[config.mk]
export PLATFORM = sky130hd
export DESIGN_NAME = clk_div_multi
export DESIGN_NICKNAME = d
export VERILOG_FILES = /design/src/rtl/clk_div_pkg.sv /design/src/rtl/clk_div_chan.sv /design/src/rtl/clk_div_multi.sv
export SDC_FILE = /design/constraint.sdc
export NUM_CORES = 1
export LEC_CHECK = 0
export CAP_MARGIN = 20
export CORE_ASPECT_RATIO = 2
export CORE_MARGIN = 8
export CORE_UTILIZATION = 45
export DETAILED_ROUTE_END_ITERATION = 6
export PLACE_DENSITY = 0.7
export RECOVER_POWER = 50
export SLEW_MARGIN = 10
export SYNTH_ARGS = -nofsm -noshare
export SYNTH_HDL_FRONTEND = slang
export SYNTH_SLANG_ARGS = --single-unit
[constraint.sdc]
create_clock -name clk_in -period 6.2 [get_ports clk_in]
set_input_delay 0.62 -clock clk_in [delete_from_list [all_inputs] [get_ports clk_in]]
set_output_delay 0.62 -clock clk_in [all_outputs]
set_load 0.1 [all_outputs]
[src/rtl/clk_div_pkg.sv]
// Shared definitions for the multi-channel clock divider.
// Provides the default divisor width, the post-reset divisor and high time,
// the per-channel configuration record and the channel-index width helper.
package clk_div_pkg;

  localparam int CLK_DIV_DIV_W        = 16;
  localparam int CLK_DIV_DEFAULT_DIV  = 999;
  localparam int CLK_DIV_DEFAULT_HIGH = 500;

  // Divisor / high-time pair as held in the shadow and active registers.
  typedef struct packed {
    logic [CLK_DIV_DIV_W-1:0] div;
    logic [CLK_DIV_DIV_W-1:0] high;
  } ch_cfg_t;

  // Channel index width, never narrower than one bit.
  function automatic int ch_w(input int n);
    return (n > 1) ? $clog2(n) : 1;
  endfunction

endpackage

[src/rtl/clk_div_chan.sv]
// One divider channel: period counter, active and shadow configuration,
// boundary-aligned apply of the shadow, registered level and tick outputs.
// Ports:
//   clk_in, rst        clock, synchronous active-high reset
//   en                 channel run enable
//   sync               global restart strobe
//   wr, wr_div, wr_high accepted config write for this channel
//   pending            shadow holds a value not yet applied
//   clk_out, tick      registered PWM level and period-start pulse
module clk_div_chan
  import clk_div_pkg::*;
#(
  parameter int               DIV_W        = CLK_DIV_DIV_W,
  parameter logic [DIV_W-1:0] DEFAULT_DIV  = DIV_W'(CLK_DIV_DEFAULT_DIV),
  parameter logic [DIV_W-1:0] DEFAULT_HIGH = DIV_W'(CLK_DIV_DEFAULT_HIGH)
) (
  input  logic             clk_in,
  input  logic             rst,
  input  logic             en,
  input  logic             sync,
  input  logic             wr,
  input  logic [DIV_W-1:0] wr_div,
  input  logic [DIV_W-1:0] wr_high,
  output logic             pending,
  output logic             clk_out,
  output logic             tick
);

  logic [DIV_W-1:0] cnt_q, cnt_d;
  logic [DIV_W-1:0] div_q, div_d;
  logic [DIV_W-1:0] high_q, high_d;
  logic [DIV_W-1:0] sh_div_q, sh_high_q;
  logic             pend_q, pend_d;
  logic             run_q;
  logic             clk_q, tick_q;
  logic             wrap, restart, apply;

  always_comb begin
    wrap    = (cnt_q == div_q);
    // A fresh period starts on the natural wrap, on sync, or on the first
    // enabled edge after being stopped (run_q low), so enabling always
    // begins at cnt=0 with a tick.
    restart = sync | ~run_q | wrap;
    // While stopped every edge is a period boundary.
    apply   = ~en | restart;

    div_d  = div_q;
    high_d = high_q;
    if (apply && pend_q) begin
      div_d  = sh_div_q;
      high_d = sh_high_q;
    end

    // A write is only accepted while not pending, so it never coincides
    // with an apply that would clear the flag.
    if (wr) begin
      pend_d = 1'b1;
    end else if (apply) begin
      pend_d = 1'b0;
    end else begin
      pend_d = pend_q;
    end

    if (!en || restart) begin
      cnt_d = '0;
    end else begin
      cnt_d = cnt_q + DIV_W'(1);
    end
  end

  always_ff @(posedge clk_in) begin
    if (rst) begin
      cnt_q     <= '0;
      div_q     <= DEFAULT_DIV;
      high_q    <= DEFAULT_HIGH;
      sh_div_q  <= '0;
      sh_high_q <= '0;
      pend_q    <= 1'b0;
      run_q     <= 1'b0;
      clk_q     <= 1'b0;
      tick_q    <= 1'b0;
    end else begin
      cnt_q  <= cnt_d;
      div_q  <= div_d;
      high_q <= high_d;
      pend_q <= pend_d;
      run_q  <= en;
      if (wr) begin
        sh_div_q  <= wr_div;
        sh_high_q <= wr_high;
      end
      // Outputs follow the next-state counter so they move with cnt.
      clk_q  <= en & (cnt_d < high_d);
      tick_q <= en & (cnt_d == '0);
    end
  end

  assign pending = pend_q;
  assign clk_out = clk_q;
  assign tick    = tick_q;

endmodule

[src/rtl/clk_div_multi.sv]
// Multi-channel programmable clock-enable / PWM generator.
// Ports:
//   clk_in, rst              clock, synchronous active-high reset
//   en[NUM_CH]               per-channel run enable
//   sync                     restart all enabled channels in phase
//   cfg_valid/cfg_ch/cfg_div/cfg_high  config write request
//   cfg_ready                write accepted when high with cfg_valid
//   pending[NUM_CH]          shadow waiting to be applied
//   clk_out[NUM_CH]          registered divided level
//   tick[NUM_CH]             one-cycle pulse at each period start
module clk_div_multi
  import clk_div_pkg::*;
#(
  parameter int NUM_CH       = 4,
  parameter int DIV_W        = CLK_DIV_DIV_W,
  parameter int DEFAULT_DIV  = CLK_DIV_DEFAULT_DIV,
  parameter int DEFAULT_HIGH = CLK_DIV_DEFAULT_HIGH,
  parameter int CH_W         = ch_w(NUM_CH)
) (
  input  logic              clk_in,
  input  logic              rst,
  input  logic [NUM_CH-1:0] en,
  input  logic              sync,
  input  logic              cfg_valid,
  input  logic [CH_W-1:0]   cfg_ch,
  input  logic [DIV_W-1:0]  cfg_div,
  input  logic [DIV_W-1:0]  cfg_high,
  output logic              cfg_ready,
  output logic [NUM_CH-1:0] pending,
  output logic [NUM_CH-1:0] clk_out,
  output logic [NUM_CH-1:0] tick
);

  logic [NUM_CH-1:0] wr;

  // Out-of-range channel indices match nothing, so ready stays high and
  // the write falls on the floor.
  always_comb begin
    cfg_ready = 1'b1;
    for (int i = 0; i < NUM_CH; i++) begin
      if (int'(cfg_ch) == i) begin
        cfg_ready = ~pending[i];
      end
    end
  end

  for (genvar gi = 0; gi < NUM_CH; gi++) begin : g_ch
    assign wr[gi] = cfg_valid & cfg_ready & (int'(cfg_ch) == gi);

    clk_div_chan #(
      .DIV_W       (DIV_W),
      .DEFAULT_DIV (DIV_W'(DEFAULT_DIV)),
      .DEFAULT_HIGH(DIV_W'(DEFAULT_HIGH))
    ) u_chan (
      .clk_in (clk_in),
      .rst    (rst),
      .en     (en[gi]),
      .sync   (sync),
      .wr     (wr[gi]),
      .wr_div (cfg_div),
      .wr_high(cfg_high),
      .pending(pending[gi]),
      .clk_out(clk_out[gi]),
      .tick   (tick[gi])
    );
  end

endmodule

==> results.md, run 1 <==
* Outcome: finished, violations left
* Failing checks: capacitance limit, slew limit
* Vias in the first global route at 11648
* Seq/Total Area, Yosys at 43.7%
* Top_reg_cell synth: dfxtp_1
* GPL Wtd Cong at 0.887
* Worst vdd ir at 0.000250 V
* Launch point of the worst reg-to-reg path: g_ch[2].u_chan.cnt_q[8]$_SDFF_PP0_
* Syn_nets at 1945
* WS Path Type: primary input to register
* Total I/O pin count at 55
* CP top delay family: compound AO/OA/AOI/OAI gates
* Initial Util at 45.3%
* Cell taking the most area after synthesis: dfxtp_1
* Die area at 40800 µm²
* Worst setup SP type: primary input
* RSZ-0062 raised after global routing: no
* FILL cells at 3215
* Syn_area_per_cell at 8.38 µm²
* Die X at 147 µm
* Slew HR at -129%
* Clk sink count at 336
* WP buf/inv at 2
* Diodes inserted at 0
* Post-synth top cells: nand2_1 (337), dfxtp_1 (336), nor2_1 (189)
* Worst EP arrival at 5.19 ns
* Hold Crit Class: register to register
* Area Growth Syn to Fin at 9.69%
* Synth Register Bits at 336
* Crit-path max cell delay at 1.46 ns
* Critical Path Source: sync
* CTS Buf Count at 31
* Max-cap violations at 5
* Hold path depth at 2
* Root Driver: clkbuf_16
* Via count at 12242
* Gates resized, CTS repair at 0
* Mapped cell area at 15400 µm²
* CTS max path bufs at 3
* Clk pin slew, worst setup/hold paths at 0.06 ns
* Final wirelength at 38700 µm
* Post-CTS setup buffers at 0
* Area contributors post-synth: dfxtp_1 (44%), nand2_1 (8.2%), a21oi_1 (6.0%)
* Avg Vias per Cell at 5.42
* Critical Path, Cell by Cell: dlygate4sd3_1 > nand3b_1 > o21ai_0 > buf_4 > mux2i_1 > ha_1 > a21o_1 > a21o_1 > a21oi_1 > nor3_1 > nor4bb_1 > o311a_1
* Final Max Slew Viols at 169
* Final hold vios at 0
* Req. time, crit path at 6.70 ns
* Crit. End Element: register
* Fin crit share at 75.6%
* Multi-input gate area at 7870 µm²
* # DRC at 0
* Static Leak at 0.00644 µW
* Dpl cell area at 15900 µm²
* TritonRoute pass-1 iters at 5
* Worst min-delay path startpoint: g_ch[2].u_chan.sh_div_q[10]$_SDFFE_PP0P_
* Worst setup margin at 1.51 ns
* Most used cell, CP: a21o_1
* FFs w/ async S/R, synth at 0%
* Top-count cell post-synth: nand2_1
* Worst-Skew Late Latency at 0.56 ns
* # port buffers at 54
* Pin count of the biggest net entering global routing at 121
* Ys Warns at 0
* Site Rows at 96
* Critical path peak fanout at 18
* Post-Synthesis Cells at 1839
* Reg2Reg Depth at 13
* Nets@finish at 1904
* Die height at 278 µm
* DR WL/cell at 17.1 µm
* TNS Setup at 0 ns
* RR Endpoint: g_ch[2].u_chan.clk_out$_SDFF_PP0_
* Total global routing overflow at 0
* CTS tree: yes
* First-pass GRT wire length at 61900 µm
* Post-synth cell types at 56
* Post-Place Setup Slack at 1.90 ns
* Final instance area at 16900 µm²
* Worst-margin pin slew at 3.43 ns
* DRT iter0 DRCs at 753
* Final Critical Period at 4.69 ns
* Share of layout cells above drive strength 1 at 4.35%
* Fmax achieved at 213 MHz
* Post-route ant nets at 0
* Reg area at 6730 µm²
* Final HPWL from detailed placement at 26900 µm
* Slowest-stage cell, CP: o21ai_0
* Top-area cell type share of the netlist area at 43.7%
* Final setup fails at 0
* Placeable Area at 34000 µm²
* GRT Total Usage at 18.6%
* Post-synth EDFFs at 0
* Worst reg2reg setup slack at 1.75 ns
* Clk_skew at 0.00898 ns
* Cts hold-fix bufs at 0
* H-tree Lvls at 1
* Initial antenna violation count at 2
* Power per cell area at 265 nW/µm²
* WHS Endpoint: g_ch[2].u_chan.sh_div_q[10]$_SDFFE_PP0P_
state kept, by name (all words and copies together), names as in the netlist:
signal	count
g_ch.u_chan.tick	4
g_ch.u_chan.run_q	4
g_ch.u_chan.clk_out	4
g_ch.u_chan.div_q	64
g_ch.u_chan.high_q	64
g_ch.u_chan.cnt_q	64
g_ch.u_chan.sh_high_q	64
g_ch.u_chan.sh_div_q	64
g_ch.u_chan.pending	4
metal layers:
layer | track usage, % | part of all wire [%]
met4 | 5.95 | 2.5
met1 | 23.7 | 44
met5 | 0 | 0.062
met3 | 2.63 | 5.2
met2 | 31.7 | 48
placed cells by master (no fill, tap or decap), types with 5 or more instances in the layout:
| cell type | synthesis | routed |
|---|---|---|
| and4_1 | 7 | 7 |
| ha_1 | 64 | 64 |
| o21ai_0 | 25 | 27 |
| nor2b_1 | 10 | 10 |
| a21o_1 | 10 | 10 |
| or2_2 | 5 | 5 |
| o211ai_1 | 5 | 5 |
| buf_4 | 16 | 13 |
| a211o_1 | 16 | 16 |
| and2_0 | 12 | 12 |
| nand4_1 | 40 | 40 |
| a21oi_1 | 185 | 185 |
| nor2_1 | 189 | 189 |
| nand3b_1 | 20 | 20 |
| clkdlybuf4s50_1 | 0 | 51 |
| o31ai_1 | 5 | 5 |
| and2_1 | 9 | 9 |
| mux2i_1 | 63 | 63 |
| clkbuf_16 | 0 | 31 |
| or3_1 | 6 | 6 |
| xor2_1 | 60 | 60 |
| nand3_1 | 87 | 87 |
| dfxtp_1 | 336 | 336 |
| nor4_1 | 15 | 18 |
| a211oi_1 | 5 | 5 |
| and3_1 | 18 | 18 |
| nand2b_1 | 27 | 27 |
| clkinv_2 | 0 | 7 |
| nand2_1 | 337 | 337 |
| nor3_1 | 21 | 21 |
| xnor2_1 | 65 | 65 |
| inv_1 | 13 | 13 |
| clkbuf_8 | 0 | 5 |
how the worst max path moves through the flow:
stage	end	slack (ns)	cells past startpoint
after floorplan	cfg_ready	2.54	2
after global placement	g_ch[1].u_chan.clk_out$_SDFF_PP0_	1.95	12
after detailed placement	g_ch[1].u_chan.clk_out$_SDFF_PP0_	1.90	12
after CTS	g_ch[1].u_chan.clk_out$_SDFF_PP0_	2.46	12
after global routing	g_ch[0].u_chan.clk_out$_SDFF_PP0_	1.05	12
final	g_ch[0].u_chan.clk_out$_SDFF_PP0_	1.51	12
worst min-delay path: stages, from the launching register on:
cell and delay [ns]:
dfxtp_1 0.31, nand2_1 0.05, a21oi_1 0.05
kinds of logic (layout without fill, tap and decap cells):
group,count (synthesis),in the layout,share of synthesized area (%)
buffers and inverters,157,136,5.05
XOR/XNOR,125,125,7.11
flip-flops,336,336,43.7
multiplexers,64,64,4.17
AO/OA/AOI/OAI,276,276,10.5
adder cells (fa/ha/maj),64,64,5.20
AND/OR/NAND/NOR,817,817,24.4
power breakdown:
part	internal (µW)	switching, µW	leakage (µW)
registers	2210	30.9	0.00273
clock network	1130	817	0.000509
logic	94.2	187	0.00320
metrics by stage:
stage | std cells | utilization, % | hold WS, ns | total power, µW
3_3_place_gp | 2205 | 46.8 | 0.444 | 2560
5_1_grt | 2259 | 49.7 | 0.468 | 4620
4_1_cts | 2259 | 49.9 | 0.455 | 4510
3_5_place_dp | 2206 | 46.8 | 0.446 | 2570
2_1_floorplan | 1839 | - | 0.435 | 2460
6_report | 2259 | 49.7 | 0.455 | 4470
final cells by class:
| type | count | share of cell area [%] |
|---|---|---|
| Inverter | 13 | 0.289 |
| Multi-Input combinational cell | 1346 | 46.6 |
| Tap cell | 441 | 3.26 |
| Sequential cell | 336 | 39.8 |
| Timing Repair Buffer | 70 | 3.92 |
| Clock buffer | 38 | 5.04 |
| Clock inverter | 15 | 1.10 |
Power figures use the tool's default switching activity.
==> inputs of run 2 (changes only) <==
- PLACE_DENSITY: 0.7 -> 0.72
- clock period: 6.2 -> 4.3 ns (I/O delays scaled with it)
==> run 2 against run 1 <==
Effect of this change:
- the run still ends with capacitance limit, slew limit left
- global-route usage about the same
- non-clock buffer count is 6 higher
- via count is 0.11% higher
- wire length increased by 0.31%
- sequential share of layout area down 0.29 points
==> results.md, run 2 (same netlist as run 1, synthesis figures left out) <==
* Outcome: finished, violations left (unchanged)
* Failing checks: capacitance limit, slew limit (unchanged)
* Area Growth Syn to Fin at 10.5% (was 9.69%)
* CTS tree: yes (unchanged)
* Final std cells w/o fill at 2267 (was 2259)
* Max-cap violations at 1 (was 5)
* Via count at 12256 (was 12242)
* Gates resized, CTS repair at 0 (unchanged)
* Fmax achieved at 276 MHz
* RSZ-0062 raised after global routing: no (unchanged)
* First-pass GRT wire length at 61900 µm (about the same)
* Final HPWL from detailed placement at 27200 µm (was 26900 µm)
* # port buffers at 54 (unchanged)
* Worst vdd ir at 0.000367 V (was 0.000250 V)
* # DRC at 0 (unchanged)
* GRT Total Usage at 18.6% (about the same)
* WP buf/inv at 2 (unchanged)
* Total global routing overflow at 0 (unchanged)
* Share of layout cells above drive strength 1 at 5.31% (was 4.35%)
* Pin count of the biggest net entering global routing at 81 (was 121)
* Dpl cell area at 15900 µm² (about the same)
* Placeable Area at 34000 µm² (unchanged)
* Final setup fails at 0 (unchanged)
* GPL Wtd Cong at 0.870 (was 0.887)
* Static Leak at 0.00649 µW (was 0.00644 µW)
* Site Rows at 96 (unchanged)
* Critical path peak fanout at 80 (was 18)
* Final Max Slew Viols at 73 (was 169)
* Worst EP arrival at 4.14 ns (was 5.19 ns)
* Fin util at 50.1% (was 49.7%)
* Post-route ant nets at 0 (unchanged)
* Reg2Reg Depth at 12 (was 13)
* Commonest cells after routing, fill and taps aside: nand2_1 (337), dfxtp_1 (336), nor2_1 (189), a21oi_1 (185), nand3_1 (87) (unchanged)
* Root Driver: clkbuf_16 (unchanged)
* Crit-path max cell delay at 2.26 ns (was 1.46 ns)
* TritonRoute pass-1 iters at 5 (unchanged)
* Total I/O pin count at 55 (unchanged)
* Final wirelength at 38900 µm (was 38700 µm)
* H-tree Lvls at 1 (unchanged)
* Clk pin slew, worst setup/hold paths at 0.07 ns (was 0.06 ns)
* WS Path Type: primary input to register (unchanged)
* Placed Cells at 2211 (was 2206)
* Final hold vios at 0 (unchanged)
* Diodes inserted at 0 (unchanged)
* Hold Crit Class: register to register (unchanged)
* Clk sink count at 336 (unchanged)
* Die height at 278 µm (unchanged)
* Vias in the first global route at 11789 (was 11648)
* CTS max path bufs at 3 (unchanged)
* Final Critical Period at 3.63 ns
* Slowest-stage cell, CP: clkbuf_1 (was o21ai_0)
* Die X at 147 µm (unchanged)
* Worst-Skew Late Latency at 0.58 ns (was 0.56 ns)
* TNS Setup at 0 ns (unchanged)
* CP Depth at 3 (was 12)
* Nets@finish at 1910 (was 1904)
* Die area at 40800 µm² (unchanged)
* Hold WS at 0.455 ns (about the same)
* Clk_skew at 0.0124 ns (was 0.00898 ns)
* Cts hold-fix bufs at 0 (unchanged)
* CP top delay family: buffers and inverters (was compound AO/OA/AOI/OAI gates)
* Worst setup SP type: primary input (unchanged)
* Initial Util at 45.3% (unchanged)
* Power per cell area at 384 nW/µm² (was 265 nW/µm²)
* Initial antenna violation count at 0 (was 2)
* Hold path depth at 2 (unchanged)
* Critical Path, Cell by Cell: clkbuf_1 > clkbuf_4 > nand3b_1 (was dlygate4sd3_1 > nand3b_1 > o21ai_0 > buf_4 > mux2i_1 > ha_1 > a21o_1 > a21o_1 > a21oi_1 > nor3_1 > nor4bb_1 > o311a_1)
* CTS Buf Count at 31 (unchanged)
* Worst-margin pin slew at 3.26 ns (was 3.43 ns)
* DRT iter0 DRCs at 935 (was 753)
* Avg Vias per Cell at 5.41 (was 5.42)
* Fin crit share at 84.3%
* Req. time, crit path at 4.81 ns (was 6.70 ns)
* Post-CTS setup buffers at 0 (unchanged)
* Commonest non-fill, non-tap cell in the layout: nand2_1 (unchanged)
* Slew HR at -118% (was -129%)
* DR WL/cell at 17.1 µm (about the same)
* FILL cells at 3225 (was 3215)
* Crit. End Element: register (unchanged)
* Final instance area at 17000 µm² (was 16900 µm²)
run 2: cell types whose count changed in the layout (fill, tap and decap cells not counted), sizes merged:
cell | previous run | this run
clkinvlp | 3 | 5
inv | 13 | 15
buf | 15 | 21
dlygate4sd3 | 2 | 1
clkinv | 8 | 7
run 2: tightest hold or removal path: cells and delay by family, from the launching register on:
kind / cells / cell delay [ns]
AO/OA/AOI/OAI: 1 / 0.05
flip-flops: 1 / 0.31
AND/OR/NAND/NOR: 1 / 0.05
run 2: path summary, 6_finish.rpt:
| path | to | slack [ns] | startpoint |
|---|---|---|---|
| setup / recovery | g_ch[3].u_chan.div_q[2]$_SDFFE_PP1N_ | 0.67 | rst |
| hold / removal | g_ch[2].u_chan.sh_high_q[4]$_SDFFE_PP0P_ | 0.46 | g_ch[2].u_chan.sh_high_q[4]$_SDFFE_PP0P_ |
| setup reg to reg | g_ch[0].u_chan.clk_out$_SDFF_PP0_ | 0.88 | g_ch[0].u_chan.cnt_q[4]$_SDFF_PP0_ |
| hold reg to reg | g_ch[2].u_chan.sh_high_q[4]$_SDFFE_PP0P_ | 0.46 | g_ch[2].u_chan.sh_high_q[4]$_SDFFE_PP0P_ |
run 2: where the power goes:
group	total [µW]	leakage [µW]	internal, µW	switching, µW
clock	2910	0.000513	1650	1260
combinational	408	0.00325	138	270
sequential	3230	0.00273	3180	44.5
total	6540	0.00649	4970	1570
run 2: layout make-up:
cell class	instances	area (µm²)	area share, %
Clock buffer	37	848	4.98
Clock inverter	18	221	1.30
Inverter	13	48.8	0.287
Multi-Input combinational cell	1346	7910	46.5
Sequential cell	336	6730	39.5
Tap cell	441	552	3.24
Timing Repair Buffer	76	714	4.20
run 2: metal layers:
layer / wire length (µm) / up-vias / GRT usage, % / part of all wire [%]
met5: 0 / - / 0 / 0
met2: 19400 / 306 / 31.8 / 50
met3: 1980 / 57 / 2.51 / 5.1
li1: - / 6139 / - / -
met4: 839 / 0 / 5.71 / 2.2
met1: 16600 / 5754 / 23.8 / 43
run 2: stage by stage:
step / worst slack, ns / power (µW)
3_5_place_dp: 0.599 / 3700
6_report: 0.674 / 6550
3_3_place_gp: 0.688 / 3700
2_1_floorplan: 0.969 / 3550
4_1_cts: 0.932 / 6590
5_1_grt: 0.356 / 6750
==> RTL change 1: new RTL, settings of run 2 <==
Set the package constant `CLK_DIV_DEFAULT_DIV` to 499 (it was 999).
--- a/src/rtl/clk_div_pkg.sv
+++ b/src/rtl/clk_div_pkg.sv
@@ -5,5 +5,5 @@
 
   localparam int CLK_DIV_DIV_W        = 16;
-  localparam int CLK_DIV_DEFAULT_DIV  = 999;
+  localparam int CLK_DIV_DEFAULT_DIV  = 499;
   localparam int CLK_DIV_DEFAULT_HIGH = 500;
 
Function: no difference found for any inputs over 4 cycles, from zero or initial values and one cycle with rst high; that may be too few to reach the edited logic, so the function may still have changed.
==> RTL change 1 against run 2 <==
  * The run still ends with max-capacitance violations, max-slew violations left
  * Design area increased by 0.24%
  * Cell count increased by 0.62%
  * Hold slack got worse by 1.4 ps
  * Area after synthesis about the same
  * Worst setup slack got worse by 60 ps
  * Total power increased by 0.17%
  * Critical path depth increased by 2
  * Sequential cell count unchanged
  * Wire length decreased by 0.20%
  * Critical endpoint is now g_ch[3].u_chan.tick
  * Largest cell class unchanged
==> RTL change 1: results (changes against run 2) <==
Parameter                              Value

Run status
  Status ... finished, violations left
  Violations in the final reports ... max-capacitance violations, max-slew violations

Final layout
  Final cell count without fillers ... 2281 (+0.62%)
  Filler cells ... 3187 (-1.2%)
  Final standard cell utilization of the core ... 50.2% (+0.12 points)
  Diode insertion count for antenna repair ... 0 (unchanged)
  Fraction of layout cells with a size suffix above 1 ... 5.22% (-0.095 points)

Worst setup path
  Worst reg2reg startpoint ... g_ch[2].u_chan.cnt_q[8]
  Worst r2r dst ... g_ch[2].u_chan.clk_out
  Worst Path Max Fanout ... 82 (+2.5%)
  Arrival time of data at the critical path endpoint ... 4130 ps (about the same)
  Setup slack on the worst flop-to-flop path ... 960 ps (+80 ps)
  Delay of the slowest critical-path stage ... 2510 ps (+250 ps)

STA
  Max Slew Vio Count ... 82 (+12%)
  Total setup violations reported at the end of the flow ... 0 (unchanged)
  Post-route clock skew ... 10.2 ps (-2.27 ps)
  Transition at the pin with the smallest max-transition slack ... 3640 ps (+375 ps)

Global routing
  Largest net degree at the start of global routing ... 117 (+44%)
  Total routing resource utilization after global routing ... 18.6% (about the same)
  Initial antenna violation count ... 0 (unchanged)
  Wire length of the first global-routing pass ... 62.0 mm (+0.31%)
  Number of global-route vias before repair ... 11900 (+1.1%)

Hold path
  Hold Startpoint ... g_ch[2].u_chan.sh_high_q[0]
  Hold Crit Endpoint ... g_ch[2].u_chan.sh_high_q[0]
  Worst Hold Class ... reg -> reg

Routing
  Total wire length after detailed routing ... 38.8 mm (-0.20%)
  Via count normalized by instance count ... 5.47 (+1.1%)
  First-iteration detailed-routing DRC count ... 937 (+0.21%)

Power and ir drop
  Worst-case vdd ir drop ... 0.366 mV (-0.44%)
  Reported leakage power ... 0.00659 µW (+1.6%)
  Power Dens Cells ... 384 nW/µm² (about the same)

Synthesis
  Area contributors post-synth ... dfxtp_1 44%, nand2_1 8.6%, a21oi_1 6.1%
  Post-Synthesis Cells ... 1854 (+0.82%)
  Number of distinct library cells after synthesis ... 54 (-3.6%)
  Net count after synthesis ... 1960 (+0.77%)
  Commonest cells post-synth ... 353 x nand2_1, 336 x dfxtp_1, 189 x a21oi_1, 189 x nor2_1, 103 x nand3_1
  Share of synthesized area occupied by flip-flops and latches ... 43.7% (about the same)
  Asr flop ratio synth ... 0% (unchanged)

CTS
  Clock buffers created by TritonCTS ... 30 (-3.2%)
  Reg clk slew, reported paths ... 70 ps (about the same)
  Total of cells resized after clock tree synthesis ... 0 (unchanged)
  Worst-Skew Late Latency ... between 500 and 600 ps

Run
  Max-capacitance violation count ... 1 (unchanged)

Placement
  Detailed placer's ending HPWL ... 26.9 mm (-1.2%)
  Cells after DPL ... 2224 (+0.59%)
  GP Congestion ... 0.865 (-0.63%)
RTL change 1: cell type report:
class	count	area (µm²)	share of cell area (%)
clock inverters	16	224	1.31
clock buffers	39	866	5.07
flip-flops and latches	336	6730	39.4
multi-input cells	1360	7920	46.4
inverters	13	48.8	0.286
repair buffers	76	733	4.30
well taps	441	552	3.23
RTL change 1: layer usage:
layer  vias to the layer above  GRT usage (%)  share of wire (%)
met5                         -              0                  0
met2                       313           31.9                 49
li1                       6171              -                  -
met3                        86           2.81                5.2
met1                      5896           23.0                 42
met4                         0           7.25                3.3
RTL change 1: stage by stage:
step | worst slack (ps) | area (µm²) | hold slack (ps)
6_report | 614 | 17100 | 454
5_1_grt | 349 | 17100 | 470
4_1_cts | 1010 | 17000 | 298
3_5_place_dp | 665 | 16000 | 446
3_3_place_gp | 761 | 16000 | 443
2_1_floorplan | 966 | 15400 | 436
RTL change 1: critical path: cells and delay by family:
family	cells	cell delay, ps
AO/OA/AOI/OAI	1	100
buffers and inverters	1	2510
AND/OR/NAND/NOR	3	1080
RTL change 1: worst max-delay path by stage:
| stage | start | end | slack, ps | depth (start not counted) |
|---|---|---|---|---|
| 6_report | rst | g_ch[3].u_chan.tick | 610 | 5 |
| 5_1_grt | rst | g_ch[2].u_chan.clk_out | 350 | 7 |
| 4_1_cts | g_ch[2].u_chan.cnt_q[8] | g_ch[2].u_chan.clk_out | 1010 | 12 |
| 3_5_place_dp | sync | g_ch[3].u_chan.clk_out | 670 | 11 |
| 3_3_place_gp | sync | g_ch[3].u_chan.clk_out | 760 | 11 |
| 2_1_floorplan | g_ch[1].u_chan.pending | cfg_ready | 970 | 3 |
RTL change 1: where the power goes:
part	total (µW)	internal [µW]	leakage, µW	switching (µW)
sequential	3220	3180	0.00272	41.1
clock	2920	1720	0.000531	1200
combinational	411	137	0.00334	274
total	6560	5040	0.00659	1520
RTL change 1: logic make-up after synthesis:
| kind of cell | Yosys count | synth area share (%) |
|---|---|---|
| AND/OR/NAND/NOR | 843 | 25.2 |
| flip-flops | 336 | 43.7 |
| AO/OA/AOI/OAI | 264 | 9.68 |
| buffers and inverters | 158 | 5.00 |
| XOR/XNOR | 125 | 7.11 |
| multiplexers | 64 | 4.17 |
| adder cells (fa/ha/maj) | 64 | 5.20 |
==> RTL change 2: new RTL, config.mk and constraints of run 2 <==
Without the edit above. Reset style: asynchronous (`rst`), changed in one clocked block. Comments in the files are not updated.
--- a/src/rtl/clk_div_chan.sv
+++ b/src/rtl/clk_div_chan.sv
@@ -69,5 +69,5 @@
   end
 
-  always_ff @(posedge clk_in) begin
+  always_ff @(posedge clk_in or posedge rst) begin
     if (rst) begin
       cnt_q     <= '0;
Function: differs if rst is asserted again (counterexample within 4 cycles, from zero or initial values and one cycle with rst high); with rst held inactive, the same outputs for 4 cycles.
==> RTL change 2 against run 2 <==
  * The flow still finishes with violations (max-capacitance violations, max-slew violations)
  * Sequential cell count unchanged
  * Via count decreased by 18%
  * Worst setup slack improved by 110 ps
  * Register-to-register slack got worse by 90 ps
  * Design area increased by 7.6%
  * Count of clock-buffer cells in the layout increased by 2
  * Die area increased by 6.8%
  * Sequential share of layout area increased by 6.8 points
  * Clock skew decreased by 0.91 ps
  * Wire length decreased by 0.80%
  * Area after synthesis increased by 7.5%
  * Global-route usage decreased by 0.52 points
Power is not compared: it rests on default switching activity, and its combinational part moved more than twofold at a synthesized area within 25%.
==> RTL change 2: results (changes against run 2) <==
Parameter                              Value

Worst setup path
  Delay of the slowest critical-path stage ... 580 ps (-1680 ps)
  Crit-path leading delay family ... simple AND/OR/NAND/NOR gates
  Crit path max-delay cell type ... dfrtp_1
  Worst reg2reg startpoint ... g_ch[2].u_chan.cnt_q[11]
  Worst Path Max Fanout ... 18 (-78%)
  Setup slack on the worst flop-to-flop path ... 790 ps (-90 ps)

Global routing
  Number of global-route vias before repair ... 10700 (-8.9%)
  Wire length of the first global-routing pass ... 60.5 mm (-2.1%)
  Met1 track demand over resource in global routing ... 20.0% (-3.8 points)
  Total routing resource utilization after global routing ... 18.1% (-0.52 points)
  Largest net degree at the start of global routing ... 124 (+53%)
  Grt met3 use ... 1.73% (-0.78 points)

Final layout
  Final cell count without fillers ... 1824 (-20%)
  Fraction of layout cells with a size suffix above 1 ... 28.3% (+23 points)
  Filler cells ... 3218 (-0.22%)
  Number of nets at the end of the flow ... 1454 (-24%)

Routing
  Routed wl met2 ... 20.9 mm (+8.1%)
  Routed wire length per instance ... 21.1 µm (+23%)
  Pre-Repair DR Iteration Count ... 4 (-1)

Hold path
  Hold Crit Endpoint ... g_ch[1].u_chan.div_q[2]
  Number of cells traversed by the worst hold path ... 1 (-1)

STA
  Max Slew Vio Count ... 350 (+380%)
  Worst Hold Slack ... 487 ps (+31.6 ps)
  Post-route clock skew ... 11.5 ps (-0.909 ps)

Synthesis
  Area contributors post-synth ... dfrtp_1 42%, mux2_2 10%, dfstp_2 8.9%
  Share of synthesized area occupied by flip-flops and latches ... 51.2% (+7.6 points)
  Average instance area after synthesis ... 12.5 µm² (+50%)
  Net count after synthesis ... 1427 (-27%)
  Asr flop ratio synth ... 100% (+100 points)
  Number of distinct library cells after synthesis ... 62 (+11%)

CTS
  Worst-Skew Late Latency ... 560 ps (-20 ps)
  Clock buffers created by TritonCTS ... 28 (-9.7%)

Run
  Max-capacitance violation count ... 5 (+4)

Placement
  GP Congestion ... 0.922 (+5.9%)
  Standard cell area after detailed placement ... 17400 µm² (+9.1%)
  Detailed placer's ending HPWL ... 28.4 mm (+4.6%)

Run status
  Violations in the final reports ... max-capacitance violations, max-slew violations
  Status ... finished, violations left
==> RTL change 2: changes by cell type after synthesis, moves of 41 or more <==
cell      change
dfrtp_1     +280
nand2_1     -294
nor2_1       -98
mux2_2      +146
mux2_4       +47
dfxtp_1     -336
dfstp_2      +56
clkbuf_1     -60
inv_1        +41
nand3_1      -65
a21oi_1     -168
==> RTL change 2: final cells by class <==
class	count	area, µm²	area share [%]
Clock inverter	13	166	0.908
Clock buffer	39	803	4.38
Sequential cell	336	8480	46.3
Timing Repair Buffer	71	651	3.55
Multi-Input combinational cell	837	7380	40.3
Inverter	74	279	1.52
Tap cell	454	568	3.10
==> RTL change 2: worst max path at each step <==
stage / cells past startpoint / from / end / slack, ps
floorplan: 1 / rst / g_ch[0].u_chan.clk_out / -570
CTS: 12 / g_ch[2].u_chan.cnt_q[11] / g_ch[2].u_chan.clk_out / 800
detailed placement: 10 / sync / g_ch[2].u_chan.clk_out / 600
finish: 12 / g_ch[2].u_chan.cnt_q[11] / g_ch[2].u_chan.clk_out / 790
global route: 12 / g_ch[2].u_chan.cnt_q[11] / g_ch[2].u_chan.clk_out / 420
global placement: 10 / sync / g_ch[2].u_chan.clk_out / 670
==> RTL change 2: power by group <==
part,switching [µW],internal [µW]
Sequential,473,4060
Clock,1180,1500
Combinational,919,1060
Total,2580,6620
==> RTL change 2: logic make-up (layout without fill, tap and decap cells) <==
group / after synthesis / in the layout / synth area share (%)
DFF: 336 / 336 / 51.2
and+or+nand+nor: 272 / 272 / 8.70
muxes: 254 / 254 / 18.8
buffers and inverters: 148 / 197 / 4.59
xor gates and xnor gates: 126 / 126 / 6.71
AOI/OAI and AO/OA: 121 / 121 / 5.19
adders and majority gates: 64 / 64 / 4.84
